==> config.mk <==
export PLATFORM = sky130hd
export DESIGN_NAME = taillight_sequencer
export DESIGN_NICKNAME = d
export VERILOG_FILES = /design/src/rtl/taillight_sequencer.sv
export SDC_FILE = /design/constraint.sdc
export NUM_CORES = 1
export LEC_CHECK = 0
export BUFFER_PORTS_ARGS = -buffer_cell sky130_fd_sc_hd__buf_2
export CORE_AREA = 2 2 39 41
export DETAILED_ROUTE_END_ITERATION = 6
export DIE_AREA = 0 0 41 43
export PLACE_DENSITY_LB_ADDON = 0.1
export RECOVER_POWER = 25
export SLEW_MARGIN = 20
export SYNTH_ARGS = -nofsm -noshare
export SYNTH_HDL_FRONTEND = slang
export SYNTH_SLANG_ARGS = --single-unit
export TNS_END_PERCENT = 10
==> constraint.sdc <==
create_clock -name clk -period 1.8 [get_ports clk]
set_clock_uncertainty 0.2 [all_clocks]
set_input_delay 0.36 -clock clk [delete_from_list [all_inputs] [get_ports clk]]
set_output_delay 0.36 -clock clk [all_outputs]
set_load 0.02 [all_outputs]
==> src/rtl/taillight_sequencer.sv <==
// Sequential turn-signal taillight controller: a prescaler sets the step rate and
// an FSM walks the left or right three-lamp pattern once per step.
module taillight_sequencer #(
  parameter int unsigned TICK_DIV = 4
) (
  input  logic       clk,
  input  logic       reset,
  input  logic       left,
  input  logic       right,
  output logic [2:0] state,
  output logic       tick,
  output logic       busy
);

  localparam int unsigned CW = (TICK_DIV > 1) ? $clog2(TICK_DIV) : 1;
  localparam logic [CW-1:0] CNT_MAX = CW'(TICK_DIV - 1);

  typedef enum logic [2:0] {
    IDLE = 3'b000,
    R1   = 3'b001,
    R2   = 3'b010,
    R3   = 3'b011,
    L1   = 3'b100,
    L2   = 3'b101,
    L3   = 3'b110
  } state_t;

  state_t        state_q;
  state_t        state_d;
  logic [CW-1:0] cnt;
  logic          step;

  // With TICK_DIV=1 the single counter bit stays 0, so every edge is a step edge.
  assign step = (cnt == CNT_MAX);

  always_ff @(posedge clk) begin
    if (reset) begin
      cnt  <= '0;
      tick <= 1'b0;
    end else begin
      cnt  <= step ? '0 : cnt + CW'(1);
      tick <= step;
    end
  end

  always_ff @(posedge clk) begin
    if (reset) state_q <= IDLE;
    else       state_q <= state_d;
  end

  always_comb begin
    state_d = state_q;
    case (state_q)
      IDLE: begin
        if (step) begin
          if (left && !right)      state_d = L1;
          else if (right && !left) state_d = R1;
        end
      end
      L1: if (step) state_d = L2;
      L2: if (step) state_d = L3;
      L3: if (step) state_d = IDLE;
      R1: if (step) state_d = R2;
      R2: if (step) state_d = R3;
      R3: if (step) state_d = IDLE;
      // The spare code 111 recovers immediately, without waiting for a step.
      default: state_d = IDLE;
    endcase
  end

  assign state = state_q;
  assign busy  = (state_q != IDLE);

endmodule

==> impl_metrics.yaml, run 1 <==
global_route:
  antenna_found_initial: 0
  globalRouteOverflowTotal: 0
  grt.total_usage: 0.0773
  grt_pass1_vias: 220
  grt_max_degree: 10
  grt_first_pass_wirelength_um: 876
floorplan:
  core_sq_um: 1380
  die_area_sq_um: 1760
  initial_core_util: 0.199
  row_count: 14
  die_y_um: 43
  ioPinCount: 9
  die_x_um: 41
sta:
  min_period_ns: 1.70
  maxSlewViolCount: 0
  fin_tns_setup_ns: 0
  slew_headroom: 0.787
  rsz0062_at_grt: "false"
  clock.fmax_mhz: 588
  period_share: 0.945
  setup_viol: 0
  setup_slack_ns: 0.0986
  finalHoldViolCount: 0
  tightest_slew_ns: 0.320
layout:
  fin_cells: 52
  multi_input_area_sq_um: 136
  regArea_sq_um: 120
  syn_to_final_growth_pct: 25.9
  drive_above_1_share: 0.389
  nFillCells: 151
  nets: 44
  diodes: 0
critical_path:
  crit_fanout: 8
  cp.arrival_ns: 1.14
  crit_required_ns: 1.24
  worstSetupPathType: "register to output pin"
  crit_path_end_kind: "output pin"
  startpoint_type: "register"
clocking:
  clkSinkCount: 6
  cts_made_buffers: 3
  clk_latency_ns: 0.24
  cts-resized-gates: 0
  clockBufferDepth: 2
  clockRootBuffer: "clkbuf_4"
  ctsHoldBuffers: 0
  cts_max_level: 1
  cts.clk_slew.worst_paths_ns: 0.05
  cts_tree: "built"
  post_cts_buffers: 0
yosys:
  synth_common_cells: "dfxtp_1, a21oi_1, ha_1, inv_1"
  synth_edf_count: 0
  ys_async_sr_fraction: 0
  syn_area_per_cell_sq_um: 10.6
  syn_nets: 32
  ys_types: 18
  synth_top_area_cell: "dfxtp_1"
  synthFlopType: "dfxtp_1"
  synth_top_area_frac: 0.436
  synth_most_common_cell: "dfxtp_1"
  synthCells: 26
  seq_area_frac_synth: 0.436
  yosys_warnings: 0
  syn_area_sq_um: 275
  synth_area_leaders: "dfxtp_1, ha_1, a211oi_2"
  synth_seq_cells: 6
routing:
  first_iter_violations: 2
  drc: 0
  top_layer_used: "met3"
  post_drt_via_cell_ratio: 4.31
  vias: 224
  m1WireLength_um: 254
  wl_met2_um: 280
  wl_met3_um: 21
  drtAntennaViolNets: 0
  drt-pass1-iter-count: 4
  drt_wl_total_um: 556
  wire_per_inst_um: 10.7
place:
  hpwl_um: 411
  dpl.cell_count: 49
  dp_slack_ns: 0.336
  routabilityCongestion: 0.569
  io_buffers: 8
min_path:
  hold_class: "input pin to register"
run_status:
  outcome: "complete, no violations"
power_and_ir_drop:
  ir_worst_vdd_uv: 242
  p_per_area_nw_per_um2: 872
  p_leak_nw: 0.166
job:
  drv_cap: 0
==> worst max-delay path: stages, from the launching register on <==
cell	delay (ns)
dfxtp_1	0.37
or3_1	0.37
buf_2	0.16
==> report_power, final <==
group          internal (mW)  switching [mW]  leakage [nW]
logic                 0.0165          0.0190         0.103
clock network         0.0752          0.0456        0.0138
registers              0.141         0.00467        0.0489
total                  0.233          0.0692         0.166
==> path summary, 6_finish.rpt <==
kind,cells after the start,slack (ns),startpoint,endpoint
setup / recovery,2,0.1,state[1],busy
hold reg to reg,1,0.23,cnt[0],cnt[0]
setup reg to reg,3,0.37,cnt[0],state[1]
hold / removal,2,0.17,reset,state[1]
==> metrics by stage <==
stage	cell area, sq um	utilization	hold slack, ns	total power, mW
after floorplan	275	-	0.203	0.174
after global placement	324	0.234	0.219	0.183
after detailed placement	324	0.234	0.228	0.184
after CTS	347	0.250	0.162	0.311
after global routing	347	0.250	0.181	0.321
final	347	0.250	0.170	0.302
==> flip-flops by register name, summed over array words and instances (netlist names) <==
name and cells:
tick 1, state 3, cnt 2
==> layer usage <==
layer | GRT usage | vias to the layer above
met5 | 0 | -
met4 | 0.0600 | 0
met3 | 0.0314 | 0
met2 | 0.109 | 7
met1 | 0.0868 | 100
li1 | - | 117
==> cells in the final DEF (no fill, tap or decap), drive strengths merged, types with 2 or more instances in the layout <==
master  Yosys  layout
inv         2       2
a21oi       2       2
clkbuf      0       3
dfxtp       6       6
buf         1       8
a211oi      2       2
ha          2       2
==> final cells by class <==
type / count / share of cell area
Multi-Input combinational cell: 17 / 0.394
Clock buffer: 3 / 0.0650
Sequential cell: 6 / 0.347
Inverter: 2 / 0.0217
Tap cell: 16 / 0.0578
Timing Repair Buffer: 8 / 0.116
==> kinds of logic (layout without fill, tap and decap cells) <==
kind of cell / Yosys count / after routing / synth area share
AO/OA/AOI/OAI: 8 / 8 / 0.236
AND/OR/NAND/NOR: 6 / 6 / 0.127
flip-flops: 6 / 6 / 0.436
buffers and inverters: 3 / 13 / 0.0682
adder cells (fa/ha/maj): 3 / 3 / 0.132
No activity file was read; power rests on OpenSTA's default activity.
==> run 2, diff against run 1 <==
--- a/config.mk
+++ b/config.mk
@@ -12,4 +12,5 @@
 export PLACE_DENSITY_LB_ADDON = 0.1
 export RECOVER_POWER = 25
+export SETUP_SLACK_MARGIN = 0.5
 export SLEW_MARGIN = 20
 export SYNTH_ARGS = -nofsm -noshare
==> constraint.sdc (replaced) <==
create_clock -name clk -period 1.8 [get_ports clk]
set_clock_uncertainty 0.2 [all_clocks]
set_input_delay 0.09 -clock clk [delete_from_list [all_inputs] [get_ports clk]]
set_output_delay 0.09 -clock clk [all_outputs]
set_load 0.02 [all_outputs]
==> run 2 against run 1 <==
Final cell count increased by 5.8%; first-iteration DRC count unchanged; register-to-register slack improved by 0.07 ns; clock-buffer cell count unchanged; sequential share of layout area decreased by 1.6 points; critical endpoint unchanged; largest cell class unchanged; largest power group unchanged.
==> impl_metrics.yaml, run 2 (synthesis gave the netlist of run 1 again) <==
run_status:
  outcome: "complete, no violations"
clocking:
  cts_tree: "built"
  clk_latency_ns: 0.25
  cts_made_buffers: 3
  cts_max_level: 1
  clockRootBuffer: "clkbuf_4"
  cts.clk_slew.worst_paths_ns: 0.05
  clkSinkCount: 6
  clockBufferDepth: 2
place:
  io_buffers: 8
  routabilityCongestion: 0.682
  hpwl_um: 397
sta:
  fin_tns_setup_ns: 0
  tightest_slew_ns: 0.289
  fin_hold_ws_ns: 0.207
  clock.fmax_mhz: 725
  finalHoldViolCount: 0
  min_period_ns: 1.38
  rsz0062_at_grt: "true"
  setup_viol: 0
  maxSlewViolCount: 0
  slew_headroom: 0.807
  period_share: 0.766
routing:
  first_iter_violations: 2
  vias: 249
  post_drt_via_cell_ratio: 4.53
  drt_wl_total_um: 591
  wire_per_inst_um: 10.7
  drtAntennaViolNets: 0
  drc: 0
  drt-pass1-iter-count: 4
min_path:
  hold_class: "input pin to register"
critical_path:
  crit_fanout: 2
  cpPeakStageDelay_ns: 0.37
  worstSetupPathType: "register to output pin"
  crit_required_ns: 1.51
  cp.arrival_ns: 1.09
  crit_chain: "or3_4 -> buf_6"
  crit_path_end_kind: "output pin"
  startpoint_type: "register"
  cp_slowest_cell: "or3_4"
layout:
  syn_to_final_growth_pct: 41.8
  final_common_cell: "buf_2"
  nets: 47
  diodes: 0
  largest_reg_flops: 3
  nFillCells: 153
  drive_above_1_share: 0.487
  mostFrequentLayoutCells: "buf_2, clkbuf_4, dfxtp_1"
global_route:
  grt_first_pass_wirelength_mm: 1.04
  grt.total_usage: 0.0973
  globalRouteOverflowTotal: 0
  grt_pass1_vias: 281
  grt_max_degree: 10
  antenna_found_initial: 0
floorplan:
  ioPinCount: 9
  die_area_sq_um: 1760
  die_x_um: 41
  initial_core_util: 0.199
  row_count: 14
  die_y_um: 43
  core_sq_um: 1380
job:
  drv_cap: 0
power_and_ir_drop:
  power_mw: 0.309
  ir_worst_vdd_uv: 277
  p_per_area_nw_per_um2: 791
  p_leak_nw: 0.178
==> run 2: cell count changes in the layout (fill, tap and decap cells not counted) <==
cell           delta
dfxtp_1           -3
buf_2             -2
buf_4             +2
dfxtp_4           +2
buf_6             +1
clkbuf_1          +1
dfxtp_2           +1
dlygate4sd3_1     +1
or3_1             -1
or3_4             +1
==> run 2: path summary, 6_finish.rpt <==
check / slack (ns) / end / start / depth (start not counted)
max: 0.42 / busy / state[1] / 2
min: 0.21 / state[0] / left / 5
max reg2reg: 0.44 / state[2] / cnt[0] / 3
min reg2reg: 0.23 / cnt[0] / cnt[0] / 1
==> run 2: layer usage <==
layer / vias up / track usage / wire [um]
met1: 113 / 0.0833 / 225
met2: 8 / 0.138 / 293
met3: 5 / 0.0785 / 51
li1: 123 / - / -
met5: - / 0 / 0
met4: 0 / 0.0800 / 20
==> run 2: timing repair <==
item / in CTS / in global routing
resized for setup: 7 / 1
endpoints found under the setup margin: 1 / 3
endpoints found under the hold margin: 6 / 0
setup buffers: 2 / 0
hold buffers: 1 / 0
==> run 2: where the power goes <==
part	internal [mW]	total [mW]	switching, mW
Sequential	0.139	0.143	0.00413
Clock	0.0755	0.126	0.0502
Combinational	0.0205	0.0404	0.0199
Total	0.235	0.309	0.0742
==> run 2: layout make-up <==
cell class | instances | area, sq um | share of cell area
multi-input combinational | 17 | 141 | 0.362
clock buffer | 3 | 22.5 | 0.0577
sequential | 6 | 129 | 0.330
tap | 16 | 20.0 | 0.0513
inverter | 2 | 7.51 | 0.0192
timing repair buffer | 11 | 70.1 | 0.179
==> run 2: stage by stage <==
| stage | cell area (sq um) | setup slack, ns | util | cells |
|---|---|---|---|---|
| 5_1_grt | 390 | 0.330 | 0.282 | 55 |
| 3_3_place_gp | 327 | 0.527 | 0.236 | 49 |
| 2_1_floorplan | 278 | 0.501 | - | 26 |
| 3_5_place_dp | 327 | 0.528 | 0.236 | 49 |
| 4_1_cts | 393 | 0.406 | 0.284 | 55 |
| 6_report | 390 | 0.421 | 0.282 | 55 |
==> run 2: worst max-delay path, delay by kind of cell, from the launching register on <==
family | cells | cell delay [ns]
DFF | 1 | 0.33
and+or+nand+nor | 1 | 0.37
buffers and inverters | 1 | 0.14
==> run 3, diff against run 2 <==
ABC_AREA = 1   (was default)
clock period = 1.4 ns   (was 1.8 ns; I/O delays follow)
==> run 3 against run 2 <==
The flow now finishes with violations (negative hold slack); routed wire length up 6.8%; core utilization rose by 6.7 points; critical path depth is 1 higher; synthesized cell count rose by 65%; sequential share of layout area down 6.1 points; die area stayed put; area after synthesis is 11% higher; combinational power rose by 26%; sequential cell count unchanged; largest cell class unchanged; highest routed layer unchanged.
==> impl_metrics.yaml, run 3 <==
routing:
  wire_per_inst_um: 8.41
  drt-pass1-iter-count: 1
  drc: 0
  drt_wl_total_um: 631
  drtAntennaViolNets: 0
  vias: 321
  first_iter_violations: 0
  post_drt_via_cell_ratio: 4.28
floorplan:
  die_area_sq_um: 1760
  core_sq_um: 1380
  initial_core_util: 0.222
  ioPinCount: 9
  die_x_um: 41
  row_count: 14
  die_y_um: 43
sta:
  period_share: 0.861
  clock.fmax_mhz: 829
  rsz0062_at_grt: "true"
  fin_hold_ws_ns: -0.154
  maxSlewViolCount: 0
  slew_headroom: 0.824
  fin_tns_setup_ns: 0
  finalHoldViolCount: 6
  setup_viol: 0
  tightest_slew_ns: 0.266
  min_period_ns: 1.21
global_route:
  antenna_found_initial: 0
  grt_first_pass_wirelength_mm: 1.09
  globalRouteOverflowTotal: 0
  grt_max_degree: 7
  grt.total_usage: 0.0984
  grt_pass1_vias: 272
layout:
  regArea_sq_um: 130
  fin_cells: 75
  fin_util: 0.349
  largest_reg_flops: 3
  syn_to_final_growth_pct: 57.6
  nets: 66
  mostFrequentLayoutCells: "nand2_1, buf_2, inv_1, nand3_1"
  nFillCells: 154
  diodes: 0
  multi_input_area_sq_um: 199
  drive_above_1_share: 0.508
run_status:
  violations: "negative hold slack"
  outcome: "complete, but fails checks"
yosys:
  synth_top_area_cell: "dfxtp_1"
  syn_nets: 49
  syn_area_sq_um: 307
  synthFlopType: "dfxtp_1"
  synth_most_common_cell: "nand2_1"
  synthCells: 43
  synth_common_cells: "nand2_1, dfxtp_1, nand3_1, inv_1, nor2_1"
  ys_types: 14
  syn_area_per_cell_sq_um: 7.13
  synth_seq_cells: 6
  ys_async_sr_fraction: 0
  synth_edf_count: 0
  yosys_warnings: 0
  synth_top_area_frac: 0.392
  seq_area_frac_synth: 0.392
  synth_area_leaders: "dfxtp_1, nand2_1, nand3_1"
critical_path:
  rr_worst_depth: 6
  crit_required_ns: 1.13
  worstReg2RegStart: "cnt[0]"
  cp.arrival_ns: 0.94
  startpoint: "state[1]"
  startpoint_type: "register"
  worstSetupPathType: "register to output pin"
  crit_fanout: 5
  crit_path_end_kind: "output pin"
job:
  drv_cap: 0
place:
  dpl.cell_count: 67
  routabilityCongestion: 0.587
  io_buffers: 8
  hpwl_um: 479
power_and_ir_drop:
  p_leak_nw: 0.242
  power_mw: 0.410
  ir_worst_vdd_uv: 421
  p_per_area_nw_per_um2: 848
min_path:
  hold_class: "input pin to register"
  hold_depth: 2
  min_from: "reset"
clocking:
  clockBufferDepth: 2
  cts_max_level: 1
  clk_latency_ns: 0.25
  cts_tree: "built"
  clockRootBuffer: "clkbuf_4"
  clkSinkCount: 6
  cts.clk_slew.worst_paths_ns: 0.05
  cts_made_buffers: 3
-- run 3: cell types whose count changed after synthesis, moves of 2 or more --
cell / before / now
nand2_1: 0 / 9
inv_1: 2 / 5
nor2_1: 1 / 4
inv_2: 0 / 2
nand3_1: 0 / 6
nand2_2: 0 / 2
-- run 3: cell type report --
type                       instances  area share
clock buffer                       4      0.0544
inverter                           7      0.0596
multi-input combinational         30       0.412
sequential                         6       0.269
tap                               16      0.0415
timing repair buffer              12       0.163
-- run 3: path summary, 6_finish.rpt --
check	end	slack, ns
max	busy	0.19
min	state[2]	-0.15
max reg2reg	state[1]	0.20
min reg2reg	cnt[0]	0.28
-- run 3: logic make-up (layout without fill, tap and decap cells) --
family | count (synthesis) | count (layout) | share of synthesized area
adders and majority gates | 2 | 2 | 0.0816
and+or+nand+nor | 25 | 25 | 0.392
AOI/OAI and AO/OA | 3 | 3 | 0.0490
buffers and inverters | 7 | 23 | 0.0857
DFF | 6 | 6 | 0.392
-- run 3: routing by layer --
layer  global-route usage  up-vias  wire, um
met5                    0        -         0
met4                0.100        0         4
met3               0.0471        2        40
met2                0.106        7       293
met1                0.129      141       294
li1                     -      171         -
-- run 3: power breakdown --
| group | total, mW | switching, mW | internal, mW |
|---|---|---|---|
| Clock | 0.175 | 0.0667 | 0.108 |
| Sequential | 0.184 | 0.00653 | 0.177 |
| Combinational | 0.0510 | 0.0249 | 0.0260 |
| Total | 0.410 | 0.0981 | 0.312 |
-- run 3: stage by stage --
step / worst slack, ns / cell area [sq um] / hold WS, ns
finish: 0.194 / 483 / -0.154
global route: 0.142 / 483 / -0.144
CTS: 0.181 / 445 / -0.162
detailed placement: 0.227 / 398 / 0.107
global placement: 0.225 / 398 / 0.0998
floorplan: 0.284 / 338 / -0.0683
-- run 3: timing repair --
action                                  in CTS  in global routing
hold endpoints to repair                     6                  6
setup buffers                                2                  2
pin swaps                                    1                  5
endpoints found under the setup margin      10                 11
gates resized for setup                      2                  7
-- run 3: critical path: stages, from the launching register on --
cell and delay [ns]:
dfxtp_4 0.36, nor2_4 0.14, nand2_2 0.06, buf_6 0.13
